===== src/rtl/fwd_hazard_unit_pkg.sv =====
// Shared constants for the forwarding / interlock controller.
// Forward-select encoding, tag counter widths and saturating counter helper.
package fwd_hazard_unit_pkg;

  localparam int unsigned FWD_REGFILE = 0;
  localparam int unsigned CNT_W       = 3;
  localparam int unsigned KCTR_W      = 2;

  localparam logic KILL_ON  = 1'b1;
  localparam logic STALL_ON = 1'b1;

  function automatic logic [31:0] sat_inc(
    input logic [31:0] v
  );
    return (v == 32'hFFFF_FFFF) ? v : v + 32'd1;
  endfunction

endpackage


===== src/rtl/fwd_hazard_unit_tag_stage.sv =====
// hz_tag_stage: one in-flight destination tag {valid, we, load, rd, cnt}.
// Ports: v/we/ld/rd/cnt _i from the previous slot, same fields _o registered.
module hz_tag_stage
  import fwd_hazard_unit_pkg::*;
#(
  parameter int unsigned RA_W = 5,
  // Stage 1 captures the fresh load latency; later stages count it down.
  parameter bit          DEC  = 1'b1
) (
  input  logic              clk,
  input  logic              reset_n,
  input  logic              v_i,
  input  logic              we_i,
  input  logic              ld_i,
  input  logic [RA_W-1:0]   rd_i,
  input  logic [CNT_W-1:0]  cnt_i,
  output logic              v_o,
  output logic              we_o,
  output logic              ld_o,
  output logic [RA_W-1:0]   rd_o,
  output logic [CNT_W-1:0]  cnt_o
);

  logic             v_q, we_q, ld_q;
  logic [RA_W-1:0]  rd_q;
  logic [CNT_W-1:0] cnt_q, cnt_d;

  always_comb begin
    cnt_d = cnt_i;
    if (DEC && (cnt_i != '0))
      cnt_d = cnt_i - CNT_W'(1);
  end

  always_ff @(posedge clk or negedge reset_n) begin
    if (!reset_n) begin
      v_q   <= 1'b0;
      we_q  <= 1'b0;
      ld_q  <= 1'b0;
      rd_q  <= '0;
      cnt_q <= '0;
    end else begin
      v_q   <= v_i;
      we_q  <= we_i;
      ld_q  <= ld_i;
      rd_q  <= rd_i;
      cnt_q <= cnt_d;
    end
  end

  assign v_o   = v_q;
  assign we_o  = we_q;
  assign ld_o  = ld_q;
  assign rd_o  = rd_q;
  assign cnt_o = cnt_q;

endmodule


===== src/rtl/fwd_hazard_unit.sv =====
// fwd_hazard_unit: load-use interlock, redirect squash and operand forwarding.
// In: decode tags, redirect. Out: stall, kill, fwd_sel_a/b, wb_we/wb_rd,
// perf_stall/perf_flush (counting only when HAZ_PERF_CNT_EN is defined).
module fwd_hazard_unit
  import fwd_hazard_unit_pkg::*;
#(
  parameter int unsigned NSTAGE     = 2,
  parameter int unsigned LOAD_LAT   = 1,
  parameter int unsigned KILL_SLOTS = 1,
  parameter int unsigned RA_W       = 5,
  parameter int unsigned FS_W       = 3
) (
  input  logic            clk,
  input  logic            reset_n,
  input  logic            id_valid,
  input  logic [RA_W-1:0] id_rs1,
  input  logic [RA_W-1:0] id_rs2,
  input  logic            id_rs1_use,
  input  logic            id_rs2_use,
  input  logic [RA_W-1:0] id_rd,
  input  logic            id_we,
  input  logic            id_load,
  input  logic            redirect,
  output logic            stall,
  output logic            kill,
  output logic [FS_W-1:0] fwd_sel_a,
  output logic [FS_W-1:0] fwd_sel_b,
  output logic            wb_we,
  output logic [RA_W-1:0] wb_rd,
  output logic [31:0]     perf_stall,
  output logic [31:0]     perf_flush
);

  logic             in_v, in_we, in_ld;
  logic [RA_W-1:0]  in_rd;
  logic [CNT_W-1:0] in_cnt;

  logic             s_v   [1:NSTAGE];
  logic             s_we  [1:NSTAGE];
  logic             s_ld  [1:NSTAGE];
  logic [RA_W-1:0]  s_rd  [1:NSTAGE];
  logic [CNT_W-1:0] s_cnt [1:NSTAGE];

  logic [FS_W-1:0]   sel_a, sel_b;
  logic              busy_a, busy_b;
  logic [KCTR_W-1:0] kctr_q, kctr_d;

  // Killed or stalled slots enter stage 1 as fully cleared bubbles.
  assign in_v   = id_valid & ~kill & ~stall;
  assign in_we  = in_v & id_we;
  assign in_ld  = in_v & id_load;
  assign in_rd  = in_v ? id_rd : '0;
  assign in_cnt = in_ld ? CNT_W'(LOAD_LAT) : '0;

  for (genvar k = 1; k <= NSTAGE; k++) begin : g_stage
    if (k == 1) begin : g_head
      hz_tag_stage #(.RA_W(RA_W), .DEC(1'b0)) u_tag (
        .clk    (clk),
        .reset_n(reset_n),
        .v_i    (in_v),
        .we_i   (in_we),
        .ld_i   (in_ld),
        .rd_i   (in_rd),
        .cnt_i  (in_cnt),
        .v_o    (s_v[k]),
        .we_o   (s_we[k]),
        .ld_o   (s_ld[k]),
        .rd_o   (s_rd[k]),
        .cnt_o  (s_cnt[k])
      );
    end else begin : g_tail
      hz_tag_stage #(.RA_W(RA_W), .DEC(1'b1)) u_tag (
        .clk    (clk),
        .reset_n(reset_n),
        .v_i    (s_v[k-1]),
        .we_i   (s_we[k-1]),
        .ld_i   (s_ld[k-1]),
        .rd_i   (s_rd[k-1]),
        .cnt_i  (s_cnt[k-1]),
        .v_o    (s_v[k]),
        .we_o   (s_we[k]),
        .ld_o   (s_ld[k]),
        .rd_o   (s_rd[k]),
        .cnt_o  (s_cnt[k])
      );
    end
  end

  // Scan oldest to youngest so the youngest match overwrites.
  always_comb begin
    sel_a  = FS_W'(FWD_REGFILE);
    sel_b  = FS_W'(FWD_REGFILE);
    busy_a = 1'b0;
    busy_b = 1'b0;
    for (int k = NSTAGE; k >= 1; k--) begin
      if (s_v[k] && s_we[k] && (s_rd[k] == id_rs1) &&
          (id_rs1 != '0) && id_rs1_use) begin
        sel_a  = FS_W'(k);
        busy_a = s_ld[k] && (s_cnt[k] != '0);
      end
      if (s_v[k] && s_we[k] && (s_rd[k] == id_rs2) &&
          (id_rs2 != '0) && id_rs2_use) begin
        sel_b  = FS_W'(k);
        busy_b = s_ld[k] && (s_cnt[k] != '0);
      end
    end
  end

  // Gated by reset so a redirect held during reset cannot leak out.
  assign kill  = reset_n & (redirect | (kctr_q != '0));
  assign stall = id_valid & ~kill & (busy_a | busy_b);

  assign fwd_sel_a = stall ? '0 : sel_a;
  assign fwd_sel_b = stall ? '0 : sel_b;

  // The redirect cycle itself is the first squashed slot.
  always_comb begin
    kctr_d = kctr_q;
    if (redirect)
      kctr_d = KCTR_W'(KILL_SLOTS - 1);
    else if (kctr_q != '0)
      kctr_d = kctr_q - KCTR_W'(1);
  end

  always_ff @(posedge clk or negedge reset_n) begin
    if (!reset_n) kctr_q <= '0;
    else          kctr_q <= kctr_d;
  end

  assign wb_we = s_v[NSTAGE] & s_we[NSTAGE] & (s_rd[NSTAGE] != '0);
  assign wb_rd = s_rd[NSTAGE];

`ifdef HAZ_PERF_CNT_EN
  logic [31:0] ps_q, ps_d, pf_q, pf_d;

  assign ps_d = stall ? sat_inc(ps_q) : ps_q;
  assign pf_d = kill  ? sat_inc(pf_q) : pf_q;

  always_ff @(posedge clk or negedge reset_n) begin
    if (!reset_n) begin
      ps_q <= '0;
      pf_q <= '0;
    end else begin
      ps_q <= ps_d;
      pf_q <= pf_d;
    end
  end

  assign perf_stall = ps_q;
  assign perf_flush = pf_q;
`else
  assign perf_stall = 32'd0;
  assign perf_flush = 32'd0;
`endif

endmodule


===== config.mk =====
export PLATFORM = sky130hd
export DESIGN_NAME = fwd_hazard_unit
export DESIGN_NICKNAME = d
export VERILOG_FILES = /design/src/rtl/fwd_hazard_unit_pkg.sv /design/src/rtl/fwd_hazard_unit_tag_stage.sv /design/src/rtl/fwd_hazard_unit.sv
export SDC_FILE = /design/constraint.sdc
export NUM_CORES = 1
export LEC_CHECK = 0
export ABC_CLOCK_PERIOD_IN_PS = 2200
export CORE_ASPECT_RATIO = 0.5
export CORE_MARGIN = 1
export CORE_UTILIZATION = 25
export CTS_CLUSTER_DIAMETER = 50
export DETAILED_ROUTE_END_ITERATION = 12
export SYNTH_ARGS = -nofsm -noshare
export SYNTH_HDL_FRONTEND = slang
export SYNTH_SLANG_ARGS = --single-unit

===== constraint.sdc =====
create_clock -name clk -period 2.2 [get_ports clk]
set_input_delay 0.44 -clock clk [delete_from_list [all_inputs] [get_ports clk]]
set_output_delay 0.44 -clock clk [all_outputs]
set_load 0.01 [all_outputs]

# ---- Yosys cells after proc, flatten, opt, wreduce, memory -nomap -nowiden
# Cells that the tools add are included.
dict set report classes {
  add_sub_neg 2
  n_eq_ne 4
  muxes 15
  bitwise_logic 12
  reduce_logical 23
}
# op count
set ops {}
lappend ops {{$eq 5x5->1} 4}
lappend ops {{$logic_and 1x1->1} 16}
lappend ops {{$reduce_bool 5->1} 3}
lappend ops {{$mux 3} 4}
lappend ops {{$mux 2} 5}
lappend ops {{$and 1x1->1} 8}
lappend ops {{$reduce_bool 3->1} 2}
lappend ops {{$mux 1} 5}
lappend ops {{$mux 5} 1}
lappend ops {{$reduce_bool 2->1} 2}
lappend ops {{$not 1->1} 2}
lappend ops {{$or 1x1->1} 2}
lappend ops {{$sub 1x1->2 const B} 1}
lappend ops {{$sub 2x1->2 const B} 1}
dict set report totals {
  ff_bits 22
  in_bits 23
  output_inout_bits 78
  elab_cells 67
}

# ---- Logic depth before layout (Yosys ltp)
# Gate-level depths: netlist of the first run.
dict set report logic_depth {
  depth_word 12
  ltp_mapped 8
  ltp_nobuf 7
}

# ---- By module
# Synthesis of the first run repeated with hierarchy kept, for this count alone.
dict set report unflattened {
  cells_unflattened 180
  hier_area_um2 1791.7
}
# mod instances cells_per_inst area_per_inst_um2 seq_area_each_um2
set modules_own_cells {}
lappend modules_own_cells {fwd_hazard_unit 1 149 1169.9 50.0}
lappend modules_own_cells {{hz_tag_stage (g_stage[2].g_tail.u_tag)} 1 20 346.6 275.3}
lappend modules_own_cells {{hz_tag_stage (g_stage[1].g_head.u_tag)} 1 11 275.3 275.3}

# ---- Worst setup path after synthesis of the first run
# Ideal clock, no wire load.
dict set report synth_path {
  kind {reg2out}
  start {reg g_stage[2].g_tail.u_tag.rd_q[0]}
  end {out fwd_sel_a[1]}
  t_arrival_ns 1.647
  required_ns 1.760
  setup_slack_ns 0.113
  stages_incl_launch_ff 5
  path_buffers 0
  path_cell_list {dfrtp_1 -> xnor2_1 -> nand4_1 -> or4_2 -> a211oi_1}
}
dict set report synth_between {
  elab_chain_len 9
  word_cells_on_any_way 17
  cone_classes {eq/ne (2); mux (7); bitwise (2); reduce/logical (6)}
}
# item line
set synth_lines {}
lappend synth_lines {{start, declared} fwd_hazard_unit_tag_stage.sv:25} ;# logic [RA_W-1:0] rd_q;
lappend synth_lines {{start signal, assigned} fwd_hazard_unit_tag_stage.sv:45} ;# rd_q <= rd_i;
lappend synth_lines {{$eq 5x5->1, on equally long branches} {fwd_hazard_unit.sv:96, fwd_hazard_unit.sv:101}}
lappend synth_lines {{$logic_and 1x1->1, on equally long branches (2 in a row)} {fwd_hazard_unit.sv:96, fwd_hazard_unit.sv:101}}
lappend synth_lines {{$logic_and 1x1->1, on equally long branches} {fwd_hazard_unit.sv:97, fwd_hazard_unit.sv:102}}
lappend synth_lines {{$mux 1, on equally long branches (2 in a row)} {fwd_hazard_unit.sv:96, fwd_hazard_unit.sv:101}}
lappend synth_lines {{$or 1x1->1} fwd_hazard_unit.sv:111} ;# assign stall = id_valid & ~kill & (busy_a | busy_b);
lappend synth_lines {{$and 1x1->1} fwd_hazard_unit.sv:111}
lappend synth_lines {{$mux 3 *} fwd_hazard_unit.sv:113} ;# assign fwd_sel_a = stall ? '0 : sel_a;
lappend synth_lines {{end, declared} fwd_hazard_unit.sv:26} ;# output logic [FS_W-1:0] fwd_sel_a,
# Mark *: on every way between the ends. The rest lies on a longest branch, timed or not.

# ---- Final worst setup path of the first run
dict set report layout_path {
  start {reg g_stage[2].g_tail.u_tag.rd_q[3]}
  end {out fwd_sel_b[1]}
}
dict set report layout_between {
  elab_chain_len 9
  word_cells_on_any_way 17
  cone_classes {eq/ne (2); mux (7); bitwise (2); reduce/logical (6)}
}
# item line
set layout_lines {}
lappend layout_lines {{$eq 5x5->1, on equally long branches} {fwd_hazard_unit.sv:96, fwd_hazard_unit.sv:101}}
lappend layout_lines {{$logic_and 1x1->1, on equally long branches (2 in a row)} {fwd_hazard_unit.sv:96, fwd_hazard_unit.sv:101}}
lappend layout_lines {{$logic_and 1x1->1, on equally long branches} {fwd_hazard_unit.sv:97, fwd_hazard_unit.sv:102}}
lappend layout_lines {{$mux 1, on equally long branches (2 in a row)} {fwd_hazard_unit.sv:96, fwd_hazard_unit.sv:101}}
lappend layout_lines {{$or 1x1->1} fwd_hazard_unit.sv:111}
lappend layout_lines {{$and 1x1->1} fwd_hazard_unit.sv:111}
lappend layout_lines {{$mux 3 *} fwd_hazard_unit.sv:114} ;# assign fwd_sel_b = stall ? '0 : sel_b;
lappend layout_lines {{end, declared} fwd_hazard_unit.sv:27} ;# output logic [FS_W-1:0] fwd_sel_b,
# Marked as above.

==> results of run 1 <==
-- metrics by stage --
stage / setup slack [ps] / std cells / power [W] / hold WS, ps / TNS, ps
floorplan: 113 / 221 / 0.000647 / 144 / 0
global placement: -870 / 282 / 0.000716 / 362 / -5270
detailed placement: -907 / 282 / 0.000726 / 366 / -5720
CTS: -81.2 / 290 / 0.000958 / 375 / -195
global route: -193 / 291 / 0.00104 / 384 / -404
finish: -98.6 / 291 / 0.000961 / 371 / -201
-- path summary, 6_finish.rpt --
check | to
max | fwd_sel_b[1]
min | g_stage[2].g_tail.u_tag.v_o
max reg2reg | g_stage[1].g_head.u_tag.rd_o[1]
min reg2reg | g_stage[2].g_tail.u_tag.v_o
max in group asynchronous | g_stage[1].g_head.u_tag.rd_o[4]
min in group asynchronous | g_stage[2].g_tail.u_tag.we_o
-- per-layer routing --
metal | vias to the layer above | GRT usage (%) | wire (um) | part of all wire, %
li1 | 494 | - | - | -
met1 | 476 | 10.8 | 1130 | 42
met2 | 53 | 17.9 | 1410 | 52
met3 | 4 | 0.937 | 104 | 3.9
met4 | 0 | 6.16 | 53 | 2.0
met5 | - | 0 | 0 | 0
-- critical path, delay by kind of cell, from the launching register on --
family          cells  cell delay, ps
simple gates        2             560
flops               1             390
buf+inv             2             330
compound gates      1             190
xor+xnor            1             140
-- Yosys cell counts (all sizes together) (3+ instances only) --
library cell,instances,area share [%]
nor2b,3,1.5
nand2,9,2.4
or4,4,2.2
nand4,4,1.8
buf,67,36
o21ai,3,1.3
xnor2,16,10
dfrtp,17,30
xor2,5,3.1
nor2,11,2.9
inv,4,1.1
-- flip-flops by register name (all words and copies together), names as in the netlist --
signal / cells
g_stage.g_head.u_tag.cnt_o: 1
g_stage.g_head.u_tag.rd_o: 5
g_stage.g_head.u_tag.v_o: 1
g_stage.g_head.u_tag.we_o: 1
g_stage.g_tail.u_tag.rd_o: 5
g_stage.g_tail.u_tag.v_o: 1
g_stage.g_tail.u_tag.we_o: 1
kctr_q: 2
-- cell families after synthesis --
group,share of synthesized area [%]
buf+inv,36.7
fa+ha+maj,0.893
compound gates,4.73
simple gates,13.9
flops,30.4
xor+xnor,13.1
other cells,0.268
-- timing repair --
action / in CTS / in global routing
setup endpoints to repair: 5 / 6
resized for setup: 71 / 12
hold buffers: 0 / 0
setup buffers: 4 / 1
pin swaps: 12 / 3
-- power groups by stage --
| stage | clock network [W] | logic (W) | registers [W] |
|---|---|---|---|
| after floorplan | 0 | 0.000259 | 0.000387 |
| after global placement | 0 | 0.000330 | 0.000386 |
| after detailed placement | 0 | 0.000338 | 0.000388 |
| after CTS | 0.000229 | 0.000348 | 0.000382 |
| after global routing | 0.000252 | 0.000397 | 0.000389 |
| final | 0.000222 | 0.000356 | 0.000384 |
-- layout make-up --
cell class	count	area (um^2)	share of cell area (%)
flip-flops and latches	17	429	22.8
multi-input cells	133	783	41.7
clock buffers	3	41.3	2.20
clock inverters	1	5.00	0.266
well taps	70	87.6	4.66
inverters	4	15.0	0.799
repair buffers	63	518	27.6
==> metrics.md, run 1 <==
| Metric | Value |
|---|---|
| Result of the run | `finished, violations left` |
| Violations in the final reports | `setup timing` |
| Netlist cell types | `25` |
| Vias/cell | `3.53` |
| CTS tree | `yes` |
| Worst hold path type | `reg -> reg` |
| Hold Crit Depth | `0` |
| Post-synthesis sequential area ratio | `30.4%` |
| Number of buffers on the longest clock path | `2` |
| Placeable core area | `5160 um^2` |
| Number of clock sinks | `17` |
| Pins over their slew limit | `0` |
| Netlist area before placement | `1400 um^2` |
| Remaining global-route overflow | `0` |
| CTS Buf Count | `3` |
| Final HPWL DP | `2250 um` |
| Die span in y | `54.9 um` |
| Number of enable flip-flop cells after synthesis | `0` |
| Worst reg-to-reg path cell count | `8` |
| Post-detailed-routing wire length | `2700 um` |
| Share of synthesized flip-flops with an asynchronous set or reset | `100%` |
| Largest stage delay, worst path | `460 ps` |
| Worst skew pair latency | `250 ps` |
| CTS H-tree lvls | `1` |
| Horiz. Die Dim | `108 um` |
| Count of vias placed by the detailed router | `1027` |
| Startpoint type of the worst setup path | `flop` |
| Average wire length per cell after detail routing | `9.26 um` |
| DRC violation total after the first TritonRoute iteration | `20` |
| Drt drc | `0` |
| Count of warnings emitted by yosys | `0` |
| Final Hold Fails | `0` |
| Mean cell area of the mapped netlist | `8.98 um^2` |
| Share of post-route cells with drive strength above 1 | `29.0%` |
| Final period demand of the worst path | `2300 ps` |
| Area growth from synthesis to final layout | `34.1%` |
| Element type at the critical path end | `output port` |
| Internal power | `0.000653 W` |
| Peak supply drop | `0.000216 V` |
| Port Buffer Count | `34` |
| Area enclosed by the die boundary | `5930 um^2` |
| Combinational fraction of design power | `37.0%` |
| Ports | `101` |
| Start-to-end type of the worst setup path | `reg -> out` |
| Core occupancy in the finished layout | `36.4%` |
| Post-route standard cell area excluding fillers | `1880 um^2` |
| Required time of the critical path | `1760 ps` |
| Primary flip-flop cell chosen by synthesis mapping | `sky130_fd_sc_hd__dfrtp_1` |
| First-pass GRT wire length | `4060 um` |
| WP data arrival | `1860 ps` |
| Crit path setup slack, layout | `-98.6 ps` |
| # setup viols final | `3` |
| Sw power | `0.000307 W` |
| Post-synthesis instance total | `156` |
| Final ANT Viol Nets | `0` |
| Largest net degree at the start of global routing | `18` |
| Portion of the clock cycle consumed by the worst path in the final layout | `104%` |
| RSZ-0062 raised after global routing | `true` |
| Max FO, Critical Path | `2` |
| Static leakage power | `0.953 nW` |
| Area after DPL | `1750 um^2` |
| Antenna cell count | `0` |
| Most common cell after layout, fill and taps aside | `sky130_fd_sc_hd__conb_1` |
| Clock edge transition at the registers on the reported setup and hold paths | `60 ps` |
| RR Startpoint | `g_stage[1].g_head.u_tag.rd_o[0]` |
| Power per cell area | `511 nW/um^2` |
| Number of synthesized register bits | `17` |
| Drt first pass iters | `4` |
| Clock skew | `4.77 ps` |
| Fraction of power consumed by sequential logic | `39.9%` |
| Peak Freq | `0.435 GHz` |
| Root buffer selected by CTS | `sky130_fd_sc_hd__clkbuf_8` |
| Worst Setup SP | `g_stage[2].g_tail.u_tag.rd_o[3]` |
| Global Route Usage Sum | `9.46%` |
| Standard-cell rows | `18` |
| Number of maximum-capacitance constraint violations | `0` |
| Critical path, cell by cell | `buf_4 > xnor2_1 > nand4_1 > or4_1 > a211oi_1 > buf_2` |
| Filler cells | `524` |
| Starting Density | `27.2%` |
| Flop-to-flop setup slack | `410 ps` |
| Fraction of power spent switching nets | `32.0%` |
| Vias in the first global route | `878` |
| Clock network power share | `23.1%` |
| NumNets Final | `246` |
| Crit-path slowest cell | `sky130_fd_sc_hd__or4_1` |
| Initial antenna violation count | `0` |
| Commonest non-fill, non-tap cells in the layout | `sky130_fd_sc_hd__conb_1, sky130_fd_sc_hd__buf_4, sky130_fd_sc_hd__clkdlybuf4s50_1, sky130_fd_sc_hd__xnor2_1, sky130_fd_sc_hd__dfrtp_1` |
| Hold_sp | `g_stage[1].g_head.u_tag.v_o` |
| Placer congestion estimate | `0.798` |
Power figures use the tool's default switching activity.
==> run 2: changes to the inputs <==
CORE_MARGIN = not set   (was 1)
==> results of run 2 <==
The final DEF is identical to that of run 1; final timing and power are the same.
==> run 3: changes to the inputs <==
ABC_CLOCK_PERIOD_IN_PS = 2690   (was 2200)
clock period = 2.69 ns   (was 2.2 ns; I/O delays follow)
==> run 3 against run 2 <==
The run now ends clean. Clock power fell by 21%. Non-clock buffer count fell by 6. Sequential share of layout area rose by 0.81 points. Largest cell class unchanged.
==> metrics.md, run 3 (synthesis gave the netlist of run 1 again) <==
| Metric | Value |
|---|---|
| Number of maximum-capacitance constraint violations | `0` |
| Number of buffers on the longest clock path | `2` |
| Worst reg2reg endpoint | `g_stage[1].g_head.u_tag.rd_o[2]` |
| Element type at the critical path end | `output port` |
| Area after DPL | `1720 um^2` |
| Peak Freq | `0.382 GHz` |
| Static leakage power | `0.918 nW` |
| Port Buffer Count | `34` |
| Worst Setup SP | `id_rs1[2]` |
| Share of post-route cells with drive strength above 1 | `18.6%` |
| Final HPWL DP | `2250 um` |
| First-pass GRT wire length | `4040 um` |
| Hold Crit Depth | `0` |
| Largest net degree at the start of global routing | `18` |
| Number of clock sinks | `17` |
| Clock edge transition at the registers on the reported setup and hold paths | `60 ps` |
| Ports | `101` |
| Placer congestion estimate | `0.781` |
| Final ANT Viol Nets | `0` |
| RR Startpoint | `g_stage[1].g_head.u_tag.rd_o[2]` |
| Standard-cell rows | `18` |
| Root buffer selected by CTS | `sky130_fd_sc_hd__clkbuf_8` |
| Max FO, Critical Path | `3` |
| Hold_sp | `g_stage[1].g_head.u_tag.v_o` |
| Hold-fix buffer count after cts | `0` |
| Die span in y | `54.9 um` |
| Result of the run | `finished clean` |
| Vias/cell | `3.48` |
| Crit path to | `stall` |
| Filler cells | `526` |
| # placed instances | `277` |
| Drt drc | `0` |
| # setup viols final | `0` |
| Global Route Usage Sum | `8.92%` |
| Final period demand of the worst path | `2620 ps` |
| Placeable core area | `5160 um^2` |
| Worst skew pair latency | `240 ps` |
| Pins over their slew limit | `0` |
| NumNets Final | `240` |
| Horiz. Die Dim | `108 um` |
| Final Hold Fails | `0` |
| Remaining global-route overflow | `0` |
| Portion of the clock cycle consumed by the worst path in the final layout | `97.3%` |
| Peak supply drop | `0.000177 V` |
| Count of vias placed by the detailed router | `991` |
| Area enclosed by the die boundary | `5930 um^2` |
| Starting Density | `27.2%` |
| DRC violation total after the first TritonRoute iteration | `13` |
| Area growth from synthesis to final layout | `28.4%` |
| Start-to-end type of the worst setup path | `in -> out` |
| Post-detailed-routing wire length | `2650 um` |
| CTS Buf Count | `3` |
| Startpoint type of the worst setup path | `input pin` |
| Initial antenna violation count | `0` |
| Drt first pass iters | `4` |
| Worst hold path type | `reg -> reg` |
| Antenna cell count | `0` |
| Worst reg-to-reg path cell count | `8` |
| Post-route standard cell area excluding fillers | `1800 um^2` |
| Clock skew | `0.571 ps` |
| CTS tree | `yes` |
| Average wire length per cell after detail routing | `9.31 um` |
| Commonest non-fill, non-tap cells in the layout | `sky130_fd_sc_hd__conb_1, sky130_fd_sc_hd__buf_4, sky130_fd_sc_hd__clkdlybuf4s50_1, sky130_fd_sc_hd__dfrtp_1, sky130_fd_sc_hd__xnor2_1` |
| Most common cell after layout, fill and taps aside | `sky130_fd_sc_hd__conb_1` |
| Power per cell area | `416 nW/um^2` |
| Flop-to-flop setup slack | `770 ps` |
| Required time of the critical path | `2150 ps` |
| CTS H-tree lvls | `1` |
| Area taken by flip-flops and latches | `425 um^2` |
| Multi-input gate area in the final layout | `742 um^2` |
| Number of cells in the finished layout apart from fillers | `285` |
| Vias in the first global route | `890` |
| WP data arrival | `2080 ps` |
## run 3: cell types whose count changed in the layout (fill, tap and decap cells not counted), sizes merged
cell,delta
buf,-14
clkdlybuf4s50,+2
clkinv,-1
dlygate4sd2,+6
dlymetal6s2s,+1
## run 3: report_power, final
part	total [W]	internal [W]	switching (W)
clock	0.000176	0.000105	0.0000716
combinational	0.000256	0.000119	0.000137
sequential	0.000315	0.000288	0.0000275
total	0.000748	0.000511	0.000236
## run 3: metal layers
layer  routed length, um  vias up  global-route usage [%]
met5                   0        -                       0
met4                  27        0                    4.11
met3                 111        2                   0.585
met2                1430       51                    18.1
met1                1080      454                    10.1
li1                    -      484                       -
## run 3: worst min path at each step
stage,slack (ps),to
after detailed placement,370,g_stage[2].g_tail.u_tag.v_o
after CTS,390,g_stage[2].g_tail.u_tag.we_o
after global placement,360,g_stage[2].g_tail.u_tag.v_o
after global routing,400,g_stage[2].g_tail.u_tag.we_o
after floorplan,240,g_stage[1].g_head.u_tag.cnt_o[0]
final,390,g_stage[2].g_tail.u_tag.v_o
## run 3: final cells by class
| class | instances | share of cell area [%] |
|---|---|---|
| inverters | 4 | 0.834 |
| clock buffers | 4 | 2.50 |
| flip-flops and latches | 17 | 23.6 |
| well taps | 70 | 4.87 |
| repair buffers | 57 | 26.9 |
| multi-input cells | 133 | 41.2 |
## run 3: stage by stage
stage / power, W / setup TNS, ps / util (%) / hold slack (ps) / setup WS, ps
after detailed placement: 0.000572 / -2690 / 33.3 / 366 / -618
after global routing: 0.000803 / -8.89 / 34.9 / 400 / -8.89
after global placement: 0.000563 / -2540 / 33.3 / 355 / -579
after floorplan: 0.000529 / 0 / - / 242 / 448
after CTS: 0.000752 / 0 / 34.3 / 388 / 7.05
final: 0.000748 / 0 / 34.9 / 388 / 73.8
## run 3: critical path, cell delays in order
cell	delay (ps)
sky130_fd_sc_hd__dlygate4sd2_1	260
sky130_fd_sc_hd__or4_1	520
sky130_fd_sc_hd__o21ai_2	220
sky130_fd_sc_hd__nor4_4	90
sky130_fd_sc_hd__buf_4	150
sky130_fd_sc_hd__o21a_1	150
sky130_fd_sc_hd__buf_2	130
## run 3: timing repair
action / in CTS / in global routing
gates resized for setup: 30 / 7
pin swaps: 6 / 6
endpoints found under the setup margin: 5 / 4
setup buffers: 2 / 2
